### config.mk
export PLATFORM = sky130hd
export DESIGN_NAME = serial_addsub
export DESIGN_NICKNAME = d
export VERILOG_FILES = /design/src/rtl/serial_addsub.sv
export SDC_FILE = /design/constraint.sdc
export NUM_CORES = 1
export LEC_CHECK = 0
export CORE_AREA = 4 4 72 54
export DETAILED_ROUTE_END_ITERATION = 8
export DIE_AREA = 0 0 76 58
export PLACE_DENSITY_LB_ADDON = 0.2
export SKIP_CTS_REPAIR_TIMING = 1
export SLEW_MARGIN = 20
export SYNTH_ARGS = -nofsm -noshare
export SYNTH_HDL_FRONTEND = slang
export SYNTH_SLANG_ARGS = --single-unit
### constraint.sdc
create_clock -name clk -period 1.8 [get_ports clk]
set_input_delay 0.45 -clock clk [delete_from_list [all_inputs] [get_ports clk]]
set_output_delay 0.45 -clock clk [all_outputs]
set_load 0.005 [all_outputs]
### src/rtl/serial_addsub.sv
// serial_addsub: bit-serial two's-complement adder/subtractor, one bit per clock, LSB first
module serial_addsub #(
  parameter int WIDTH = 8
) (
  input  logic             clk,
  input  logic             rst_n,
  input  logic             start,
  input  logic [WIDTH-1:0] a,
  input  logic [WIDTH-1:0] b,
  input  logic             op,
  output logic             busy,
  output logic             done,
  output logic [WIDTH-1:0] result,
  output logic             cout,
  output logic             overflow
);
  localparam int CW = (WIDTH > 2) ? $clog2(WIDTH) : 1;
  typedef enum logic [1:0] {IDLE, RUN, DONE} state_t;
  state_t state_q, state_d;
  logic [WIDTH-1:0] a_q, a_d, b_q, b_d, result_q, result_d;
  logic [CW-1:0] cnt_q, cnt_d;
  logic op_q, op_d, carry_q, carry_d, cout_q, cout_d, ovf_q, ovf_d;
  logic bx, sum, cell_c, accept, last;
  always_comb begin
    bx       = b_q[0] ^ op_q;
    sum      = a_q[0] ^ bx ^ carry_q;
    cell_c   = (a_q[0] & bx) | (a_q[0] & carry_q) | (bx & carry_q);
    accept   = start && state_q != RUN;
    last     = state_q == RUN && cnt_q == CW'(WIDTH - 1);
    state_d  = state_q;
    a_d      = a_q;
    b_d      = b_q;
    result_d = result_q;
    cnt_d    = cnt_q;
    op_d     = op_q;
    carry_d  = carry_q;
    cout_d   = cout_q;
    ovf_d    = ovf_q;
    if (accept) begin
      state_d  = RUN;
      a_d      = a;
      b_d      = b;
      op_d     = op;
      carry_d  = op;
      cnt_d    = '0;
      result_d = '0;
      cout_d   = 1'b0;
      ovf_d    = 1'b0;
    end else if (state_q == RUN) begin
      result_d = {sum, result_q[WIDTH-1:1]};
      a_d      = a_q >> 1;
      b_d      = b_q >> 1;
      carry_d  = cell_c;
      cnt_d    = last ? cnt_q : cnt_q + 1'b1;
      cout_d   = last ? cell_c : cout_q;
      ovf_d    = last ? carry_q ^ cell_c : ovf_q;
      state_d  = last ? DONE : RUN;
    end else if (state_q == DONE) begin
      state_d  = IDLE;
    end
  end
  always_ff @(posedge clk or negedge rst_n) begin
    if (!rst_n) begin
      state_q  <= IDLE;
      a_q      <= '0;
      b_q      <= '0;
      result_q <= '0;
      cnt_q    <= '0;
      op_q     <= 1'b0;
      carry_q  <= 1'b0;
      cout_q   <= 1'b0;
      ovf_q    <= 1'b0;
    end else begin
      state_q  <= state_d;
      a_q      <= a_d;
      b_q      <= b_d;
      result_q <= result_d;
      cnt_q    <= cnt_d;
      op_q     <= op_d;
      carry_q  <= carry_d;
      cout_q   <= cout_d;
      ovf_q    <= ovf_d;
    end
  end
  assign busy     = state_q == RUN;
  assign done     = state_q == DONE;
  assign result   = result_q;
  assign cout     = cout_q;
  assign overflow = ovf_q;
endmodule

# Word-level counts from Yosys, hierarchy flattened
# Index checks and enable logic that the tools add are counted.
[op_classes]
n_mul = 0
order_cmp = 0
n_shift = 0
add_sub_neg = 1
n_mux = 21
n_eq_ne = 5
reduce_logical = 7
n_div = 0
bitwise = 9
[ops]
columns = ["operator", "n"]
rows = [
  ["$mux 8", 6],
  ["$mux 3", 3],
  ["$mux 1", 8],
  ["$mux 2", 4],
  ["$reduce_and 2->1", 2],
  ["$reduce_bool 2->1", 2],
  ["$xor 1x1->1", 4],
  ["$add 3x1->3 const B", 1],
  ["$and 1x1->1", 3],
  ["$eq 3x3->1 const B", 1],
  ["$reduce_bool 3->1", 1],
  ["$eq 2x1->1 const B", 1],
  ["$eq 2x2->1 const B", 1],
  ["$logic_and 1x1->1", 2],
  ["$ne 2x1->1 const B", 1],
  ["$ne 2x2->1 const B", 1],
  ["$or 1x1->1", 2],
]
[word_totals]
mem_count = 0
latchBits = 0
rom_bits = 0
out_inout_bits = 12
mem_bits_rw = 0
in_bits = 20
ff_bits = 33

# Depth between registers and ports, before layout
[depth]
ltp_word = 8
mapped_depth = 6
ltp_nobuf = 5

# Worst setup path after synthesis
# OpenSTA, ideal clock, no wires.
[synth_timing]
path_type = "register -> register"
startpoint = "register b_q[0]"
endpoint = "register ovf_q, in the netlist overflow"
arrival_time_ps = 1220
path_stages_with_launch = 6
synth_period_minus_slack_ps = 1350
setup_ps = 130
slack_ps = 450
cell_sequence = "dfrtp_1 xnor2_1 fa_1 xnor2_1 mux2i_1 o21ai_0"
[synth_between]
elab_chain_cells = 8
[synth_lines]
columns = ["element", "line", "rtl"]
rows = [
  ["start: declaration", "20", "logic [WIDTH-1:0] a_q, a_d, b_q, b_d, result_q, result_d;"],
  ["start signal: assignment", "66", "b_q <= '0;"],
  ["start signal: assignment", "76", "b_q <= b_d;"],
  ["$xor 1x1->1 (*)", "25", "bx = b_q[0] ^ op_q;"],
  ["$and 1x1->1", "27", "cell_c = (a_q[0] & bx) | (a_q[0] & carry_q) | (bx & carry_q);"],
  ["$or 1x1->1", "27", ""],
  ["$or 1x1->1 (*)", "27", ""],
  ["$xor 1x1->1 (*)", "56", "ovf_d = last ? carry_q ^ cell_c : ovf_q;"],
  ["$mux 1 (*)", "56", ""],
  ["$mux 1 (*)", "49", "end else if (state_q == RUN) begin"],
  ["$mux 1 (*)", "39", "if (accept) begin"],
  ["end signal: assignment", "82", "ovf_q <= ovf_d;"],
  ["end: declaration", "22", "logic op_q, op_d, carry_q, carry_d, cout_q, cout_d, ovf_q, ovf_d;"],
]
# Mark *: on every way between the ends. The rest lies on a longest branch, timed or not. The select of a mux whose other input is x is not followed.
# A chain may end at the register's enable or synchronous reset.

# Final worst setup path
[layout_timing]
startpoint = "register cout_q, in the netlist cout"
endpoint = "output cout"
[layout_rtl]
columns = ["element", "line", "rtl"]
rows = [
  ["start: declaration", "22", ""],
  ["start signal: assignment", "81", "cout_q <= cout_d;"],
  ["end: declaration", "14", "output logic cout,"],
]
# No word-level cell between the ends.

==> impl_metrics.py <==
metrics = {
    "timing": {
        "fmax_mhz": 607,
        "grt_setup_unrepaired": "false",
        "finalCriticalPeriod_ns": 1.65,
        "finalCritPeriodShare_pct": 91.5,
        "finalSetupViolations": 0,
        "setup_tns_ns": 0,
        "slew_viol_final": 0,
        "worst_pin_slew_ns": 0.486,
        "skew_ns": 0.0105,
        "hold_viol": 0,
        "max_slew_margin_pct": 67.6,
    },
    "grt": {
        "track_usage_pct": 14.8,
        "grt_antenna_before_repair": 0,
        "grt_pass1_wl_um": 5090,
        "grt_pass1_vias": 1082,
        "grt-ovfl-total": 0,
        "grt_max_degree": 34,
    },
    "placed_design": {
        "hpwl_um": 2090,
        "portBuffers": 31,
        "dpl-instance-area_um2": 1870,
        "gp_congestion": 0.700,
    },
    "pwr": {
        "power_density_nw_per_um2": 1540,
        "leakagePower_uw": 0.000955,
        "irDropWorstVdd_mv": 0.803,
    },
    "clocking": {
        "cts_sinks": 33,
        "cts_root_buffer": "clkbuf_8",
        "numCtsBuffers": 5,
        "clock_path_buffers": 2,
        "cts.clk_slew.worst_paths_ns": 0.06,
        "clk_latency_ns": 0.29,
        "cts_tree": "done",
        "cts.htree.levels": 2,
    },
    "synth": {
        "yosysTopAreaCellShare_pct": 53.9,
        "syn_avg_cell_area_um2": 11.3,
        "yosys.area.top_type": "dfrtp_1",
        "seq_area_frac_synth_pct": 53.9,
        "synthMuxAreaShare_pct": 14.5,
        "synth_cell_types": 24,
        "synthSimpleGateAreaFrac_pct": 6.70,
        "post-synth-top-count-cell": "dfrtp_1",
        "synth_compound_area_share_pct": 12.7,
        "yosys-top-cells-area": "dfrtp_1 (54%), mux2i_1 (14%), nand2_1 (5.4%)",
        "yosysWarnings": 0,
        "async_reset_ff_share_pct": 100,
        "syn-num-nets": 160,
        "synthXorXnorAreaFrac_pct": 1.72,
        "synth_edf_count": 0,
        "ys_top_cells_by_count": "dfrtp_1 (33), nand2_1 (22), mux2i_1 (21)",
        "netlist_area_um2": 1530,
        "synth_top_family_by_area": "multiplexers",
        "ys_ff_latch": 33,
        "netlist_instances": 135,
        "synth_flop_cell": "dfrtp_1",
        "synth_fa_ha_area_share_pct": 4.58,
    },
    "run": {
        "drv_cap": 0,
    },
    "drt": {
        "routed_wl_um": 2980,
        "wl_per_cell_um": 13.9,
        "drt_iter0_drc": 39,
        "routed_via_density": 5.15,
        "ant_nets": 0,
        "drt_pass1_iterations": 4,
        "drc": 0,
        "num_vias": 1102,
    },
    "worst_setup_path": {
        "critPathTopFamily": "buffers and inverters",
        "worstPathCellList": "clkdlybuf4s50_1",
        "worst_r2r_endpoint": "overflow",
        "max_stage_delay_ns": 0.52,
        "critical_path.max_fanout": 3,
        "cp-end-kind": "output pin",
        "path_buf_inv": 1,
        "critPathLaunchType": "flip-flop",
        "arrival_ns": 1.20,
        "slowest_stage": "clkdlybuf4s50_1",
        "required_ns": 1.35,
        "reg2regPathDepth": 6,
        "r2r_start": "state_q[0]",
        "ff2ff_setup_slack_ns": 0.25,
        "critical_path_class": "reg -> out",
    },
    "floorplanning": {
        "dieArea_um2": 4410,
        "die_height_um": 58,
        "start_util_pct": 49.0,
        "fp.coreArea_um2": 3130,
        "ios": 32,
        "fp.dieW_um": 76,
        "rows": 17,
    },
    "cells_and_area": {
        "drive_above_1_share_pct": 11.9,
        "area_growth_pct": 30.6,
        "fin_area_um2": 2000,
        "nets": 200,
        "diodes": 0,
    },
    "worst_hold_path": {
        "holdPathEnd": "b_q[0]",
        "holdCritPathClass": "reg -> reg",
        "whs_path_depth": 2,
        "hp-start": "b_q[1]",
    },
    "run_status": {
        "status": "finished, final reports clean",
    },
}
[flip-flops by register name, indices dropped and copies added, names as in the netlist]
signal / flops
a_q: 8
state_q: 2
cnt_q: 3
cout: 1
carry_q: 1
result: 8
op_q: 1
overflow: 1
b_q: 8
[placed cells by master (no fill, tap or decap)]
cell	n
a21oi_1	2
a22o_1	7
buf_4	10
clkbuf_1	1
clkbuf_8	5
clkdlybuf4s50_1	29
clkinv_2	2
dfrtp_1	33
dlymetal6s2s_1	2
fa_1	1
ha_1	3
ha_4	1
inv_1	6
mux2_2	1
mux2i_1	21
nand2_1	22
nor2_1	2
nor2_2	1
nor2b_2	1
o211a_1	1
o21ai_0	13
o21ai_1	7
o22ai_1	1
o31ai_1	1
xnor2_1	2
xor2_1	1
[worst max path at each step]
stage | cells past startpoint | from | endpoint
after CTS | 3 | state_q[1] | busy
after detailed placement | 3 | start | result[1]
after global placement | 4 | start | overflow
after floorplan | 5 | b_q[0] | overflow
after global routing | 6 | state_q[0] | overflow
final | 1 | cout | cout
[report_power, final]
group | total (uW) | internal, uW | leakage (uW) | switching [uW]
sequential | 1280 | 1070 | 0.000425 | 213
clock | 540 | 268 | 0.0000450 | 273
combinational | 1270 | 679 | 0.000486 | 587
total | 3090 | 2010 | 0.000955 | 1070
[routing by layer]
| layer | GRT usage, % | part of all wire, % | up-vias |
|---|---|---|---|
| li1 | - | - | 542 |
| met1 | 18.5 | 48 | 528 |
| met2 | 22.3 | 44 | 25 |
| met3 | 6.52 | 5.5 | 7 |
| met4 | 6.85 | 2.0 | 0 |
| met5 | 0 | 0 | - |
[per-stage QoR]
step / total power [uW] / worst slack, ns / hold slack (ns) / utilization, % / instances
after floorplan: 2040 / 0.450 / 0.154 / - / 135
after global placement: 2440 / -0.00203 / 0.462 / 59.7 / 202
after detailed placement: 2520 / -0.0449 / 0.485 / 59.7 / 202
after CTS: 3070 / -0.271 / 0.503 / 62.3 / 210
after global routing: 3350 / 0.0681 / 0.528 / 63.9 / 214
final: 3090 / 0.154 / 0.492 / 63.9 / 214
[kinds of logic after synthesis]
| family | Yosys count |
|---|---|
| flip-flops | 33 |
| AO/OA/AOI/OAI | 32 |
| XOR/XNOR | 3 |
| adder cells (fa/ha/maj) | 5 |
| buffers and inverters | 14 |
| multiplexers | 22 |
| AND/OR/NAND/NOR | 26 |
[cell type report]
type / count / area (um^2)
fill: 250 / 1130
sequential: 33 / 826
multi-input combinational: 88 / 631
timing repair buffer: 41 / 390
clock buffer: 6 / 72.6
tap: 38 / 47.5
inverter: 6 / 22.5
clock inverter: 2 / 10.0
(Power assumes the default switching activity.)
